File: src/rtl/voice_alloc_pkg.sv
// voice_alloc_pkg
// Shared definitions for the voice allocator slice: FSM state encoding,
// default event field widths and the voice-index width helper.
// Optional feature macro used by the slice: VOICE_ALLOCATOR_RETRIGGER_EN
// (the ST_GAP encoding is always present; only the allocator FSM uses it,
// and only when the macro is defined).

package voice_alloc_pkg;

   typedef enum logic [1:0] {
      ST_IDLE  = 2'd0,
      ST_SCAN  = 2'd1,
      ST_APPLY = 2'd2,
      ST_GAP   = 2'd3
   } state_t;

   localparam int NOTE_BITS_DEF = 7;
   localparam int FREQ_BITS_DEF = 16;

   // Width of a voice index; never narrower than one bit.
   function automatic int idx_bits(input int n);
      if (n <= 2) return 1;
      return $clog2(n);
   endfunction

endpackage

File: src/rtl/voice_allocator_if.sv
// voice_allocator_if
// Note event channel from the event source (pin/MIDI decoder) into the
// voice allocator.
//   ev_valid   : event present
//   ev_ready   : allocator can accept an event
//   ev_note_on : 1 = note-on, 0 = note-off
//   ev_note    : note identifier
//   ev_freq    : phase increment for note-on, ignored for note-off
// Modports: master = event source, slave = allocator.

interface voice_allocator_if
   import voice_alloc_pkg::*;
#(
   parameter int NOTE_BITS = NOTE_BITS_DEF,
   parameter int FREQ_BITS = FREQ_BITS_DEF
);

   // Handshake: an event transfers on a rising clk edge where ev_valid and
   // ev_ready are both high. The fields are sampled only on that edge; the
   // source may change or withdraw them freely while ev_ready is low.
   logic                 ev_valid;
   logic                 ev_ready;
   logic                 ev_note_on;
   logic [NOTE_BITS-1:0] ev_note;
   logic [FREQ_BITS-1:0] ev_freq;

   modport master (output ev_valid, ev_note_on, ev_note, ev_freq,
                   input  ev_ready);

   modport slave  (input  ev_valid, ev_note_on, ev_note, ev_freq,
                   output ev_ready);

endinterface

File: src/rtl/voice_alloc_slot.sv
// voice_alloc_slot
// State of one voice: gate, note tag and tone frequency, plus the compare
// that tells the allocator whether this voice is sounding the given note.
//   clk, rst : clock, asynchronous active-high reset
//   wr_en    : load note/freq and raise gate
//   clr      : drop gate (note-off), tag and freq retained
//   retrig   : drop gate ahead of a re-attack, tag and freq retained
//   note     : note to load and to compare against
//   freq_in  : frequency to load
//   gate     : voice gate
//   freq     : voice tone frequency
//   match    : voice is sounding and its tag equals note

module voice_alloc_slot
   import voice_alloc_pkg::*;
#(
   parameter int NOTE_BITS = NOTE_BITS_DEF,
   parameter int FREQ_BITS = FREQ_BITS_DEF
)(
   input  logic                 clk,
   input  logic                 rst,
   input  logic                 wr_en,
   input  logic                 clr,
   input  logic                 retrig,
   input  logic [NOTE_BITS-1:0] note,
   input  logic [FREQ_BITS-1:0] freq_in,
   output logic                 gate,
   output logic [FREQ_BITS-1:0] freq,
   output logic                 match
);

   logic [NOTE_BITS-1:0] tag;

   always_ff @(posedge clk or posedge rst) begin
      if (rst) begin
         gate <= 1'b0;
         tag  <= '0;
         freq <= '0;
      end else if (wr_en) begin
         gate <= 1'b1;
         tag  <= note;
         freq <= freq_in;
      end else if (clr || retrig) begin
         gate <= 1'b0;
      end
   end

   assign match = gate && (tag == note);

endmodule

File: src/rtl/voice_allocator.sv
// voice_allocator
// Polyphonic note scheduler for a bank of NUM_VOICES voices. Note-on takes
// the voice already sounding that note, else the lowest free voice, else
// steals a sounding voice round-robin. Note-off releases the matching voice.
// Each event is scanned one voice per cycle, then applied in one cycle.
// Optional: VOICE_ALLOCATOR_RETRIGGER_EN drops the gate for GAP_CYCLES on a
// steal or re-struck note so the envelope restarts its attack.
// Ports:
//   clk, rst     : clock, asynchronous active-high reset
//   ev           : note event channel (slave side)
//   gate         : per-voice gate
//   tone_freq    : voice i at [i*FREQ_BITS +: FREQ_BITS]
//   active_count : number of gates high
//   steal_pulse  : one-cycle pulse when a sounding voice is stolen
//   fsm_state    : current allocator state (debug)

module voice_allocator
   import voice_alloc_pkg::*;
#(
   parameter int NUM_VOICES = 3,
   parameter int FREQ_BITS  = FREQ_BITS_DEF,
   parameter int NOTE_BITS  = NOTE_BITS_DEF
`ifdef VOICE_ALLOCATOR_RETRIGGER_EN
   // Exists only when the retrigger gap is built in.
   , parameter int GAP_CYCLES = 4
`endif
)(
   input  logic                            clk,
   input  logic                            rst,
   voice_allocator_if.slave                ev,
   output logic [NUM_VOICES-1:0]           gate,
   output logic [NUM_VOICES*FREQ_BITS-1:0] tone_freq,
   output logic [$clog2(NUM_VOICES+1)-1:0] active_count,
   output logic                            steal_pulse,
   output state_t                          fsm_state
);

   localparam int IW = idx_bits(NUM_VOICES);
   localparam int CW = $clog2(NUM_VOICES + 1);
   localparam logic [IW-1:0] LAST = IW'(NUM_VOICES - 1);

   state_t               state;
   logic                 on_q;
   logic [NOTE_BITS-1:0] note_q;
   logic [FREQ_BITS-1:0] freq_q;
   logic [IW-1:0]        idx;
   logic [IW-1:0]        match_idx;
   logic [IW-1:0]        free_idx;
   logic [IW-1:0]        steal_ptr;
   logic                 match_found;
   logic                 free_found;

   logic [IW-1:0]         tgt;
   logic                  steal;
   logic [NUM_VOICES-1:0] wr_en;
   logic [NUM_VOICES-1:0] clr;
   logic [NUM_VOICES-1:0] retrig;
   logic [NUM_VOICES-1:0] match;
   logic [NUM_VOICES-1:0] gate_nxt;
   logic [CW-1:0]         cnt_nxt;

`ifdef VOICE_ALLOCATOR_RETRIGGER_EN
   localparam int GW = $clog2(GAP_CYCLES + 1);
   logic [GW-1:0] gap_cnt;
   logic [IW-1:0] tgt_q;
`endif

   assign ev.ev_ready = (state == ST_IDLE);
   assign fsm_state   = state;

   for (genvar i = 0; i < NUM_VOICES; i++) begin : g_slot
      voice_alloc_slot #(
         .NOTE_BITS(NOTE_BITS),
         .FREQ_BITS(FREQ_BITS)
      ) u_slot (
         .clk     (clk),
         .rst     (rst),
         .wr_en   (wr_en[i]),
         .clr     (clr[i]),
         .retrig  (retrig[i]),
         .note    (note_q),
         .freq_in (freq_q),
         .gate    (gate[i]),
         .freq    (tone_freq[i*FREQ_BITS +: FREQ_BITS]),
         .match   (match[i])
      );
   end

   // Decision decode: slot strobes are only raised in APPLY (and at GAP exit).
   always_comb begin
      wr_en  = '0;
      clr    = '0;
      retrig = '0;
      steal  = 1'b0;
      tgt    = match_found ? match_idx : (free_found ? free_idx : steal_ptr);
      if (state == ST_APPLY) begin
         if (on_q) begin
            steal = !match_found && !free_found;
`ifdef VOICE_ALLOCATOR_RETRIGGER_EN
            if (match_found || steal) retrig[tgt] = 1'b1;
            else                      wr_en[tgt]  = 1'b1;
`else
            wr_en[tgt] = 1'b1;
`endif
         end else if (match_found) begin
            clr[tgt] = 1'b1;
         end
      end
`ifdef VOICE_ALLOCATOR_RETRIGGER_EN
      if (state == ST_GAP && gap_cnt == '0) wr_en[tgt_q] = 1'b1;
`endif
   end

   // Gate vector the slots will hold after this edge, so active_count can be
   // registered in step with the gates.
   always_comb begin
      cnt_nxt = '0;
      for (int i = 0; i < NUM_VOICES; i++) begin
         gate_nxt[i] = wr_en[i] ? 1'b1 : ((clr[i] || retrig[i]) ? 1'b0 : gate[i]);
         cnt_nxt     = cnt_nxt + CW'(gate_nxt[i]);
      end
   end

   always_ff @(posedge clk or posedge rst) begin
      if (rst) begin
         state        <= ST_IDLE;
         on_q         <= 1'b0;
         note_q       <= '0;
         freq_q       <= '0;
         idx          <= '0;
         match_idx    <= '0;
         free_idx     <= '0;
         match_found  <= 1'b0;
         free_found   <= 1'b0;
         steal_ptr    <= '0;
         steal_pulse  <= 1'b0;
         active_count <= '0;
`ifdef VOICE_ALLOCATOR_RETRIGGER_EN
         gap_cnt      <= '0;
         tgt_q        <= '0;
`endif
      end else begin
         steal_pulse  <= 1'b0;
         active_count <= cnt_nxt;
         case (state)
            ST_IDLE: begin
               if (ev.ev_valid) begin
                  on_q        <= ev.ev_note_on;
                  note_q      <= ev.ev_note;
                  freq_q      <= ev.ev_freq;
                  idx         <= '0;
                  match_found <= 1'b0;
                  free_found  <= 1'b0;
                  match_idx   <= '0;
                  free_idx    <= '0;
                  state       <= ST_SCAN;
               end
            end
            ST_SCAN: begin
               // First hit wins, giving lowest-index priority.
               if (!match_found && match[idx]) begin
                  match_found <= 1'b1;
                  match_idx   <= idx;
               end
               if (!free_found && !gate[idx]) begin
                  free_found <= 1'b1;
                  free_idx   <= idx;
               end
               if (idx == LAST) state <= ST_APPLY;
               else             idx   <= idx + 1'b1;
            end
            ST_APPLY: begin
               if (steal) begin
                  steal_pulse <= 1'b1;
                  steal_ptr   <= (steal_ptr == LAST) ? '0 : steal_ptr + 1'b1;
               end
`ifdef VOICE_ALLOCATOR_RETRIGGER_EN
               if (on_q && (match_found || steal)) begin
                  tgt_q   <= tgt;
                  gap_cnt <= GW'(GAP_CYCLES - 1);
                  state   <= ST_GAP;
               end else begin
                  state <= ST_IDLE;
               end
`else
               state <= ST_IDLE;
`endif
            end
`ifdef VOICE_ALLOCATOR_RETRIGGER_EN
            ST_GAP: begin
               if (gap_cnt == '0) state   <= ST_IDLE;
               else               gap_cnt <= gap_cnt - 1'b1;
            end
`endif
            default: state <= ST_IDLE;
         endcase
      end
   end

endmodule

File: src/flat_wrapper.sv
// flat-port wrapper written by rule: the top's interface ports become plain ports
module voice_allocator_flat import voice_alloc_pkg::*;
#(
   parameter int NUM_VOICES = 3,
   parameter int FREQ_BITS  = FREQ_BITS_DEF,
   parameter int NOTE_BITS  = NOTE_BITS_DEF

)
  (clk, rst, gate, tone_freq, active_count, steal_pulse, fsm_state, ev_ev_valid, ev_ev_note_on, ev_ev_note, ev_ev_freq, ev_ev_ready);
  voice_allocator_if #(.NOTE_BITS(NOTE_BITS), .FREQ_BITS(FREQ_BITS)) ev_i ();
  input  logic clk;
  input  logic rst;
  output logic [NUM_VOICES-1:0] gate;
  output logic [NUM_VOICES*FREQ_BITS-1:0] tone_freq;
  output logic [$clog2(NUM_VOICES+1)-1:0] active_count;
  output logic steal_pulse;
  output state_t fsm_state;
  input wire logic [$bits(ev_i.ev_valid)-1:0] ev_ev_valid;
  input wire logic [$bits(ev_i.ev_note_on)-1:0] ev_ev_note_on;
  input wire logic [$bits(ev_i.ev_note)-1:0] ev_ev_note;
  input wire logic [$bits(ev_i.ev_freq)-1:0] ev_ev_freq;
  output wire logic [$bits(ev_i.ev_ready)-1:0] ev_ev_ready;
  assign ev_i.ev_valid = ev_ev_valid;
  assign ev_i.ev_note_on = ev_ev_note_on;
  assign ev_i.ev_note = ev_ev_note;
  assign ev_i.ev_freq = ev_ev_freq;
  assign ev_ev_ready = ev_i.ev_ready;
  voice_allocator #(.NUM_VOICES(NUM_VOICES), .FREQ_BITS(FREQ_BITS), .NOTE_BITS(NOTE_BITS)) u_core (.clk(clk), .rst(rst), .ev(ev_i), .gate(gate), .tone_freq(tone_freq), .active_count(active_count), .steal_pulse(steal_pulse), .fsm_state(fsm_state));
endmodule
File: config.mk
export PLATFORM = sky130hd
export DESIGN_NAME = voice_allocator_flat
export DESIGN_NICKNAME = d
export VERILOG_FILES = /design/src/rtl/voice_alloc_pkg.sv /design/src/rtl/voice_allocator_if.sv /design/src/rtl/voice_alloc_slot.sv /design/src/rtl/voice_allocator.sv /design/src/flat_wrapper.sv
export SDC_FILE = /design/constraint.sdc
export NUM_CORES = 1
export LEC_CHECK = 0
export BUFFER_PORTS_ARGS = -buffer_cell sky130_fd_sc_hd__buf_2
export CORE_ASPECT_RATIO = 1.4
export CORE_MARGIN = 4
export CORE_UTILIZATION = 33
export DETAILED_ROUTE_END_ITERATION = 8
export PLACE_DENSITY = 0.62
export SLEW_MARGIN = 40
export SYNTH_ARGS = -nofsm -noshare
export SYNTH_HDL_FRONTEND = slang
export SYNTH_SLANG_ARGS = --single-unit
File: constraint.sdc
create_clock -name clk -period 5.85 [get_ports clk]
set_clock_uncertainty 0.1 [all_clocks]
set_input_delay 0.2925 -clock clk [delete_from_list [all_inputs] [get_ports clk]]
set_output_delay 0.2925 -clock clk [all_outputs]
set_load 0.01 [all_outputs]
# Word level (Yosys, flattened, before mapping)
# Index checks and enable logic that the tools add are counted.
# word_totals
ff_bits,111
inputBits,27
output_inout_bits,57
elab_cells,97
# op_classes
add_sub_neg,4
n_lt_le_gt_ge,3
eq_ne,12
muxes,39
reduce_logical,18
# ops
operator,count
$eq 7x7->1,3
$mux 2,9
$mux 1,16
$pmux 2 s2,4
$mux 3,5
$reduce_and 3->1,3
$logic_and 1x1->1,7
$eq 2x2->1 const B,3
$lt 2x3->1 const B,2
$ne 2x1->1 const B,3
$reduce_and 2->1,3
$add 2x1->2 const B,2
$bmux 1 s2,2
$ne 2x2->1 const B,2
$pmux 1 s2,2
$logic_not 1->1,3
$add 1x1->2,1
$add 2x1->2,1
$demux 1 s2,1
$eq 2x1->1 const B,1
$ge 2x1->1 const B,1
$logic_not 2->1,1
$reduce_bool 2->1,1

# Depth between registers and ports, before layout
# Gate-level depths: netlist (run 1).
# logic_depth
depth_word,13
mapped_depth,9
mapped_depth_nobuf,7

# By module
# Synthesis (run 1) repeated with hierarchy kept, for this count alone.
# unflattened
hier_cells,331
area_unflattened_um2,5027.3
# by_module_without_submodules
module,n_inst,cells_each,area_each_um2,seq_area_each_um2
voice_alloc_slot,3,63,1074.8,600.6
voice_allocator,1,142,1803.0,975.9

# Worst setup path before layout (run 1)
# OpenSTA, ideal clock, no wires.
# synth_path
path_kind,flip-flop to flip-flop
startpoint,reg u_core.free_found
endpoint,reg u_core.active_count[0]
setup_ns,0.114
arrival_ns,1.985
required_ns,5.636
setup_slack_ns,3.652
stages_incl_launch_ff,10
path_buffers,2
synth_period_minus_slack_ns,2.198
cell_sequence,dfrtp_1 -> mux2_4 -> mux2i_4 -> nand4b_4 -> nor2b_2 -> buf_6 -> buf_8 -> a21oi_1 -> fa_1 -> inv_1
# synth_via
elab_chain_len,13
word_cells_on_any_way,20
cone_classes,add/sub: 2; order compare: 2; mux: 15; reduce/logical: 1
# synth_rtl
item,line,source
"start, declared",voice_allocator.sv:51,logic free_found;
"start signal, assigned",voice_allocator.sv:134,free_found <= 1'b0;
"start signal, assigned",voice_allocator.sv:153,free_found <= 1'b0;
"start signal, assigned",voice_allocator.sv:166,free_found <= 1'b1;
$mux 2 (*) (2 in series),voice_allocator.sv:95,tgt = match_found ? match_idx : (free_found ? free_idx : steal_ptr);
$lt 2x3->1 (not written as such) or $ge 2x1->1 (tied branches),"voice_allocator.sv:103, voice_allocator.sv:106",
$logic_and 1x1->1 (not written as such),"voice_allocator.sv:103, voice_allocator.sv:106",
$mux 1 (not written as such),"voice_allocator.sv:103, voice_allocator.sv:106",
$demux 1 s2 (*),n/a,
$mux 3,voice_allocator.sv:105,end else if (match_found) begin
$mux 3,voice_allocator.sv:97,if (on_q) begin
$mux 3,voice_allocator.sv:96,if (state == ST_APPLY) begin
$mux 1 (2 in series),voice_allocator.sv:119,gate_nxt[i] = wr_en[i] ? 1'b1 : ((clr[i] || retrig[i]) ? 1'b0 : gate[i]);
$add 1x1->2,voice_allocator.sv:120,cnt_nxt = cnt_nxt + CW'(gate_nxt[i]);
$add 2x1->2 (*),voice_allocator.sv:120,
via u_core.cnt_nxt[0],voice_allocator.sv:60,logic [CW-1:0] cnt_nxt;
"end signal, assigned",voice_allocator.sv:144,active_count <= cnt_nxt;
"end, declared",voice_allocator.sv:33,"output logic [$clog2(NUM_VOICES+1)-1:0] active_count,"
# The timed path passes the listed nets; every way through them passes the cells marked *.
# A chain may end at the register's enable or synchronous reset.

# Worst setup path in the final report (run 1)
# Same ends and word-level chain as after synthesis.

==> summary.md, run 1 <==
| Metric | Value |
|---|---|
| Status | finished, final reports clean |
| Core Area | 0.0140 sq mm |
| DP Wirelength | 6730 microns |
| CP Capture Type | register |
| CTS Buffer Depth | 2 |
| Max_cap viols | 0 |
| Gr usage total | 0.126 |
| Req. time, crit path | 5.98 ns |
| Die Y | 149 microns |
| H-tree levels | 3 |
| Vias per Instance | 4.61 |
| Largest fanout on the critical path | 17 |
| CP Class | reg -> reg |
| Cell with the most instances after synthesis | dfrtp_1 |
| First-pass GRT wire length | 15,900 microns |
| 1st-pass router iterations | 4 |
| Area of the mapped netlist | 0.00471 sq mm |
| Fill cells | 1,326 |
| Number of global-route vias before repair | 3,047 |
| Total grt overflow | 0 |
| Initial antenna violation count | 0 |
| Synth Area per Inst | 14.3 sq um |
| RSZ-0062 raised after global routing | no |
| Area grow syn2layout | 18.0% |
| Cell taking the most area after synthesis | dfrtp_1 |
| Area contributors post-synth | dfrtp_1, mux2_2, xor2_1 |
| Leak Pwr | 2.86 nW |
| Clk sinks | 111 |
| Max Freq | 363 MHz |
| Synth warn | 0 |
| R2R depth | 8 |
| Post-synthesis sequential area ratio | 0.590 |
| # diodes | 0 |
| Routed vias | 2,737 |
| Initial DRC Count | 87 |
| CP arrival | 2.89 ns |
| Share of layout cells above drive strength 1 | 0.474 |
| CTS Buf Count | 9 |
| Slew at the pin closest to its max-slew limit | 0.820 ns |
| Ys flop type | dfrtp_1 |
| Setup_tns | 0 ns |
| # setup viols final | 0 |
| Slew Viols, Final | 0 |
| DR DRC count | 0 |
| Total Power | 0.00263 W |
| Mapped Cells | 330 |
| Buffers on Ports | 83 |
| Total wire length | 9580 microns |
| Routability cong. | 0.749 |
| Setup crit start | u_core.free_found |
| Initial core utilization | 0.337 |
| Die width | 109 microns |
| Worst Setup EP | u_core.active_count[0] |
| Largest net degree at the start of global routing | 46 |
| Power density cells | 473 mW/mm^2 |
| Post-synth ARST share | 1.00 |
| CP Launch Type | register |
| CTS tree | yes |
| Number of synthesized flops with an enable pin | 0 |
| Final net count | 435 |
| Post-route ant nets | 0 |
| Worst skew pair latency | 0.33 ns |
| Reg2reg start | u_core.free_found |
| Clock transition at path regs | 0.07 ns |
| Worst R2R Setup Slack | 3.10 ns |
| Worst min-delay path class | in -> reg |
| Total Die Area | 0.0163 sq mm |
| Postcts setup bufs | 0 |
| Minimum clock period | 2.75 ns |
| Std-Cell Rows | 51 |
| Clk root buf | clkbuf_16 |
| Final period utilization | 0.471 |
| Final hold vios | 0 |
| Drt wl/cell | 16.1 microns |
| Worst IR Drop VDD | 177 uV |
| Post-synth top cells | dfrtp_1, mux2_2, xor2_1, nand2_1 |
| Final instance area | 0.00555 sq mm |
| Share of the synthesized area in the top cell type | 0.590 |
| Io pins | 84 |
| FF+latch count, synth | 111 |
| Synthesized Nets | 359 |
| Area after DPL | 0.00526 sq mm |
| Relative slew slack | 0.452 |
| Crit Reg-Reg Endpoint | u_core.active_count[0] |
| Cell variety after synth | 44 |
state kept, by name, indices dropped and copies added, names as in the netlist:
signal / count
u_core.on_q: 1
u_core.steal_pulse: 1
u_core.free_found: 1
u_core.g_slot.u_slot.gate: 3
u_core.steal_ptr: 2
u_core.note_q: 7
u_core.g_slot.u_slot.freq: 48
u_core.match_found: 1
u_core.freq_q: 16
u_core.match_idx: 2
u_core.g_slot.u_slot.tag: 21
u_core.idx: 2
u_core.free_idx: 2
u_core.active_count: 2
u_core.fsm_state: 2
layout by cell type (no fill, tap or decap), drive strengths merged, types with 2 or more instances in the layout:
cell / count
a21o: 2
a21oi: 5
a22o: 2
a22oi: 2
buf: 87
clkbuf: 13
dfrtp: 111
inv: 9
mux2: 96
mux2i: 4
nand2: 16
nand2b: 3
nand3b: 2
nor2: 9
nor2b: 2
nor3: 2
nor4: 6
o21ai: 2
o31ai: 2
xor2: 20
metal layers:
metal / routed length, microns / global-route usage / up-vias
li1: - / - / 1279
met1: 3980 / 0.156 / 1397
met2: 5030 / 0.212 / 49
met3: 351 / 0.0269 / 12
met4: 211 / 0.0505 / 0
met5: 0 / 0 / -
stage by stage:
stage / hold slack (ns) / cells / setup slack, ns / util
6_report: 0.0855 / 594 / 3.10 / 0.397
5_1_grt: 0.0753 / 594 / 2.95 / 0.397
4_1_cts: 0.0757 / 594 / 3.04 / 0.397
3_5_place_dp: 0.286 / 579 / 3.07 / 0.377
3_3_place_gp: 0.277 / 578 / 3.15 / 0.375
2_1_floorplan: 0.343 / 330 / 2.53 / -
worst max-delay path: stages (launching register included):
cell      delay, ns
dfrtp_1        0.44
mux2_4         0.33
mux2i_4        0.23
nand4b_4       0.16
nor2b_2        0.42
buf_4          0.35
a21oi_1        0.09
fa_1           0.49
inv_1          0.04
power by group:
group / leakage [nW] / switching, W / total [W] / internal (W)
logic: 1.28 / 0.000340 / 0.000753 / 0.000413
registers: 1.45 / 0.000250 / 0.00128 / 0.00103
clock network: 0.136 / 0.000254 / 0.000594 / 0.000340
kinds of logic (layout without fill, tap and decap cells):
group	after synthesis	after routing	share of synthesized area
AO/OA/AOI/OAI	17	17	0.0250
XOR/XNOR	21	21	0.0391
adder cells (fa/ha/maj)	2	2	0.00691
buffers and inverters	32	111	0.0388
flip-flops	111	111	0.590
multiplexers	100	100	0.242
AND/OR/NAND/NOR	47	47	0.0582
final cells by class:
type,instances,area [sq um],area share
sequential,111,2780,0.500
inverter,9,36.3,0.00653
timing repair buffer,88,475,0.0856
tap,185,231,0.0417
clock buffer,13,250,0.0451
clock inverter,1,30.0,0.00541
multi-input combinational,187,1750,0.315
worst min path at each step:
| stage | slack [ns] | from | depth (start not counted) | to |
|---|---|---|---|---|
| 6_report | 0.09 | ev_ev_note[0] | 2 | u_core.note_q[0] |
| 5_1_grt | 0.08 | ev_ev_freq[3] | 2 | u_core.freq_q[3] |
| 4_1_cts | 0.08 | ev_ev_note[0] | 2 | u_core.note_q[0] |
| 3_5_place_dp | 0.29 | rst | 2 | u_core.freq_q[5] |
| 3_3_place_gp | 0.28 | rst | 2 | u_core.g_slot[0].u_slot.freq[5] |
| 2_1_floorplan | 0.34 | ev_ev_freq[10] | 1 | u_core.freq_q[10] |
repair_timing:
action	CTS	global route
hold buffers	1	0
gates resized for setup	0	0
hold endpoints to repair	44	0
Power figures use the tool's default switching activity.
==> run 2: changes to the inputs <==
clock period = 2.6 ns   (was 5.85 ns; I/O delays follow)
==> summary.md, run 2 (synthesis gave the netlist of run 1 again) <==
| Metric | Value |
|---|---|
| Status | finished, final reports clean |
| Buffers on Ports | 83 (unchanged) |
| Final period utilization | 0.873 (+0.403) |
| Routability cong. | 0.811 (+8.2%) |
| CP Class | reg -> reg |
| R2R depth | 7 (-1) |
| Routed vias | 2,867 (+4.7%) |
| Slew Viols, Final | 0 (unchanged) |
| Total Die Area | 0.0163 sq mm (unchanged) |
| RSZ-0062 raised after global routing | no |
| Max reg flops | 48 (unchanged) |
| Place WS | 0.338 ns (-2.73 ns) |
| Share of layout cells above drive strength 1 | 0.461 (-0.0131) |
| Clock transition at path regs | 0.07 ns (about the same) |
| Std-Cell Rows | 51 (unchanged) |
| CP arrival | 2.41 ns (-0.48 ns) |
| Met3 WL | 341 microns (-2.8%) |
| Initial DRC Count | 101 (+16%) |
| H-tree levels | 3 (unchanged) |
| Power density cells | 1020 mW/mm^2 (+120%) |
| Area grow syn2layout | 24.4% |
| Final worst slack | 0.329 ns (-2.77 ns) |
| CTS Buf Count | 9 (unchanged) |
| Commonest non-fill, non-tap cells in the layout | dfrtp_1, mux2_2, buf_2 |
| # setup viols final | 0 (unchanged) |
| Die Y | 149 microns (unchanged) |
| Postcts setup bufs | 0 (unchanged) |
| Core Area | 0.0140 sq mm (unchanged) |
| Initial antenna violation count | 0 (unchanged) |
| Total grt overflow | 0 (unchanged) |
| Setup_tns | 0 ns (unchanged) |
| Total Power | 0.00598 W (+130%) |
| Clk sinks | 111 (unchanged) |
| Worst min-delay path class | in -> reg |
| Final hold vios | 0 (unchanged) |
| 1st-pass router iterations | 4 (unchanged) |
| Vias per Instance | 4.60 (-0.13%) |
| Worst R2R Setup Slack | 0.33 ns (-2.77 ns) |
| Total wire length | 9890 microns (+3.3%) |
| Io pins | 84 (unchanged) |
| Hold-fix buffers at CTS | 25 (+24) |
| Largest net degree at the start of global routing | 112 (+140%) |
| Post-CTS sizing | 0 (unchanged) |
| CP Capture Type | register |
| Registers with the most flip-flops | u_core.g_slot.u_slot.freq x48, u_core.g_slot.u_slot.tag x21, u_core.freq_q x16 |
| Max Used Layer | met4 |
| Max Freq | 440 MHz (+21%) |
| Die width | 109 microns (unchanged) |
| # diodes | 0 (unchanged) |
| Hold depth | 3 (+1) |
| CTS Buffer Depth | 2 (unchanged) |
| Max_cap viols | 0 (unchanged) |
| Slew at the pin closest to its max-slew limit | 0.608 ns (-0.212 ns) |
| First-pass GRT wire length | 16,800 microns (+5.8%) |
| Final net count | 462 (+6.2%) |
| Worst IR Drop VDD | 389 uV (+120%) |
| WL met2 | 5340 microns (+6.2%) |
| Number of global-route vias before repair | 3,219 (+5.6%) |
| Worst skew pair latency | 0.34 ns (about the same) |
| Commonest non-fill, non-tap cell in the layout | dfrtp_1 |
| Relative slew slack | 0.595 (+0.143) |
| Minimum clock period | 2.27 ns (-0.482 ns) |
| CTS tree | yes |
| Clk root buf | clkbuf_16 |
| Initial core utilization | 0.337 (unchanged) |
| DP Wirelength | 6700 microns (-0.42%) |
| Biggest register | u_core.g_slot.u_slot.freq |
| Largest fanout on the critical path | 5 (-12) |
| DR DRC count | 0 (unchanged) |
| M1 WL | 3920 microns (-1.6%) |
| Post-route ant nets | 0 (unchanged) |
| Gr usage total | 0.133 (+0.00714) |
| Leak Pwr | 3.00 nW (+4.6%) |
| CP Launch Type | register |
| Drt wl/cell | 15.9 microns (-1.5%) |
| Req. time, crit path | 2.74 ns (-3.24 ns) |
[run 2: cell count changes in the layout (fill, tap and decap cells not counted), sizes merged]
cell,change
buf,+3
bufinv,-1
clkbuf,-2
clkinv,+3
clkinvlp,+1
dlygate4sd3,+24
inv,+1
[run 2: final timing paths]
| kind | startpoint | end |
|---|---|---|
| worst max-delay path | u_core.free_found | u_core.active_count[0] |
| worst min-delay path | ev_ev_valid | u_core.fsm_state[0] |
| worst max register to register | u_core.free_found | u_core.active_count[0] |
| worst min register to register | u_core.g_slot[2].u_slot.freq[3] | u_core.g_slot[2].u_slot.freq[3] |
| max in group asynchronous | rst | u_core.g_slot[0].u_slot.gate |
| min in group asynchronous | rst | u_core.note_q[4] |
[run 2: per-layer routing]
layer  vias up  GRT usage
met5         -          0
met4         0     0.0632
met3        20     0.0273
met2        57      0.228
met1      1445      0.157
li1       1345          -
[run 2: worst max-delay path, stage by stage (launching register included)]
cell and delay (ns):
dfrtp_1 0.44, mux2_4 0.34, mux2i_4 0.22, nand4b_4 0.15, o21ai_0 0.25, inv_1 0.10
fa_1 0.53, inv_1 0.03
[run 2: metrics by stage]
stage                     area (sq um)  utilization  cells  hold slack (ns)
after floorplan                   4710            -    330            0.181
after global placement            5280        0.378    581            0.246
after detailed placement          5280        0.378    581            0.256
after CTS                         5830        0.417    622           0.0466
after global routing              5850        0.419    623           0.0637
final                             5850        0.419    623           0.0616
[run 2: where the power goes]
| group | switching, W | leakage [nW] | internal, W |
|---|---|---|---|
| combinational | 0.000788 | 1.40 | 0.000977 |
| sequential | 0.000553 | 1.45 | 0.00232 |
| clock | 0.000634 | 0.146 | 0.000712 |
[run 2: area by class of cell]
| class | instances | area, sq um |
|---|---|---|
| clock buffers | 11 | 253 |
| multi-input cells | 187 | 1750 |
| clock inverters | 5 | 40.0 |
| flip-flops and latches | 111 | 2780 |
| fillers | 1289 | 8120 |
| inverters | 9 | 37.5 |
| well taps | 185 | 231 |
| repair buffers | 115 | 763 |
==> run 3: changes to the inputs <==
CORE_ASPECT_RATIO = default   (was 1.4)
==> summary.md, run 3 (synthesis gave the netlist of run 1 again) <==
| Metric | Value |
|---|---|
| CP Class | reg -> reg |
| Fill cells | 1,276 (-1.0%) |
| Area after DPL | 0.00528 sq mm (-0.12%) |
| Largest net degree at the start of global routing | 53 (-53%) |
| Die width | 127 microns (+17%) |
| RSZ-0062 raised after global routing | no |
| Buffers on Ports | 83 (unchanged) |
| CTS Buf Count | 9 (unchanged) |
| Worst min-delay path class | in -> reg |
| Place WS | 0.379 ns (+0.0411 ns) |
| Area grow syn2layout | 23.2% |
| Power density cells | 1000 mW/mm^2 (-2.0%) |
| Die Y | 127 microns (-15%) |
| Clk root buf | clkbuf_16 |
| Total wire length | 9620 microns (-2.7%) |
| # diodes | 0 (unchanged) |
| Routed vias | 2,816 (-1.8%) |
| Io pins | 84 (unchanged) |
| Final instance area | 0.00580 sq mm (-0.98%) |
| Postcts setup bufs | 0 (unchanged) |
| CP Capture Type | register |
| Number of global-route vias before repair | 3,180 (-1.2%) |
| Post-route ant nets | 0 (unchanged) |
| Worst skew pair latency | 0.33 ns (about the same) |
| Clock transition at path regs | 0.07 ns (about the same) |
| Final hold vios | 0 (unchanged) |
| CTS tree | yes |
| Relative slew slack | 0.488 (-0.107) |
| Setup_tns | 0 ns (unchanged) |
| Gr usage total | 0.127 (-0.00582) |
| Vias per Instance | 4.59 (-0.34%) |
| 1st-pass router iterations | 6 (+2) |
| Post-CTS sizing | 0 (unchanged) |
| # setup viols final | 0 (unchanged) |
| Slew at the pin closest to its max-slew limit | 0.768 ns (+0.160 ns) |
| Leak Pwr | 2.96 nW (-1.1%) |
| Initial antenna violation count | 0 (unchanged) |
| First-pass GRT wire length | 16,600 microns (-1.3%) |
| Max reg flops | 48 (unchanged) |
| Hold-fix buffers at CTS | 25 (unchanged) |
| Total Die Area | 0.0162 sq mm (-0.16%) |
| Minimum clock period | 2.22 ns (-0.0549 ns) |
| H-tree levels | 3 (unchanged) |
| Drt wl/cell | 15.7 microns (-1.3%) |
| Final net count | 462 (unchanged) |
| Clk sinks | 111 (unchanged) |
| CP arrival | 2.35 ns (-0.06 ns) |
| Final Util | 0.416 (-0.00293) |
| Total grt overflow | 0 (unchanged) |
| Worst IR Drop VDD | 415 uV (+6.9%) |
| Commonest non-fill, non-tap cells in the layout | dfrtp_1, mux2_2, buf_2 |
| Std-Cell Rows | 43 (-16%) |
| Commonest non-fill, non-tap cell in the layout | dfrtp_1 |
| Slew Viols, Final | 0 (unchanged) |
| Status | finished, final reports clean |
| Final worst slack | 0.384 ns (+0.0549 ns) |
| CTS Buffer Depth | 2 (unchanged) |
| Total Power | 0.00580 W (-3.0%) |
| Final period utilization | 0.852 (-0.0211) |
| DR DRC count | 0 (unchanged) |
| Core Area | 0.0139 sq mm (-0.29%) |
| Max_cap viols | 0 (unchanged) |
| CP Launch Type | register |
| Max Freq | 451 MHz (+2.5%) |
| Biggest register | u_core.g_slot.u_slot.freq |
| Routability cong. | 0.824 (+1.6%) |
| Share of layout cells above drive strength 1 | 0.454 (-0.00727) |
| Initial DRC Count | 112 (+11%) |
| DP Wirelength | 6540 microns (-2.4%) |
| Largest fanout on the critical path | 5 (unchanged) |
| Registers with the most flip-flops | u_core.g_slot.u_slot.freq x48, u_core.g_slot.u_slot.tag x21, u_core.freq_q x16 |
| Initial core utilization | 0.338 (+0.000968) |
| Req. time, crit path | 2.73 ns (about the same) |
[run 3: worst max-delay path, cell delays in order (launching register included)]
cell      delay, ns
dfrtp_1        0.43
mux2_4         0.33
mux2i_4        0.21
nand4b_4       0.16
o21ai_0        0.23
inv_1          0.09
fa_1           0.53
inv_1          0.04
[run 3: area by class of cell]
| type | instances | area, sq um | share of cell area |
|---|---|---|---|
| well taps | 180 | 225 | 0.0389 |
| multi-input cells | 187 | 1750 | 0.302 |
| clock buffers | 10 | 229 | 0.0395 |
| clock inverters | 2 | 12.5 | 0.00216 |
| flip-flops and latches | 111 | 2780 | 0.479 |
| repair buffers | 115 | 763 | 0.132 |
| inverters | 9 | 37.5 | 0.00648 |
[run 3: through the flow]
stage          cells  hold slack [ns]
5_1_grt          614            0.127
4_1_cts          613           0.0594
6_report         614           0.0773
2_1_floorplan    330            0.181
3_5_place_dp     576            0.197
3_3_place_gp     576            0.190
[run 3: per-layer routing]
| metal | vias up | GRT usage | wire length, microns |
|---|---|---|---|
| met5 | - | 0 | 0 |
| met3 | 8 | 0.0372 | 539 |
| met2 | 63 | 0.206 | 4460 |
| met4 | 0 | 0.0366 | 118 |
| met1 | 1410 | 0.166 | 4500 |
| li1 | 1335 | - | - |
[run 3: worst paths after layout]
| check | from | endpoint | cells past startpoint | slack [ns] |
|---|---|---|---|---|
| min in group asynchronous | rst | u_core.g_slot[0].u_slot.freq[4] | 3 | 0.25 |
| hold reg to reg | u_core.g_slot[2].u_slot.freq[4] | u_core.g_slot[2].u_slot.freq[4] | 1 | 0.39 |
| max in group asynchronous | rst | u_core.g_slot[2].u_slot.freq[9] | 4 | 1.45 |
| setup reg to reg | u_core.free_found | u_core.active_count[0] | 7 | 0.38 |
| hold / removal | ev_ev_valid | u_core.fsm_state[0] | 3 | 0.08 |
| setup / recovery | u_core.free_found | u_core.active_count[0] | 7 | 0.38 |
[run 3: where the power goes]
part	leakage (nW)	internal, W	total, W	switching [W]
logic	1.39	0.000959	0.00174	0.000785
registers	1.45	0.00232	0.00287	0.000553
clock network	0.116	0.000627	0.00119	0.000559
total	2.96	0.00391	0.00580	0.00190
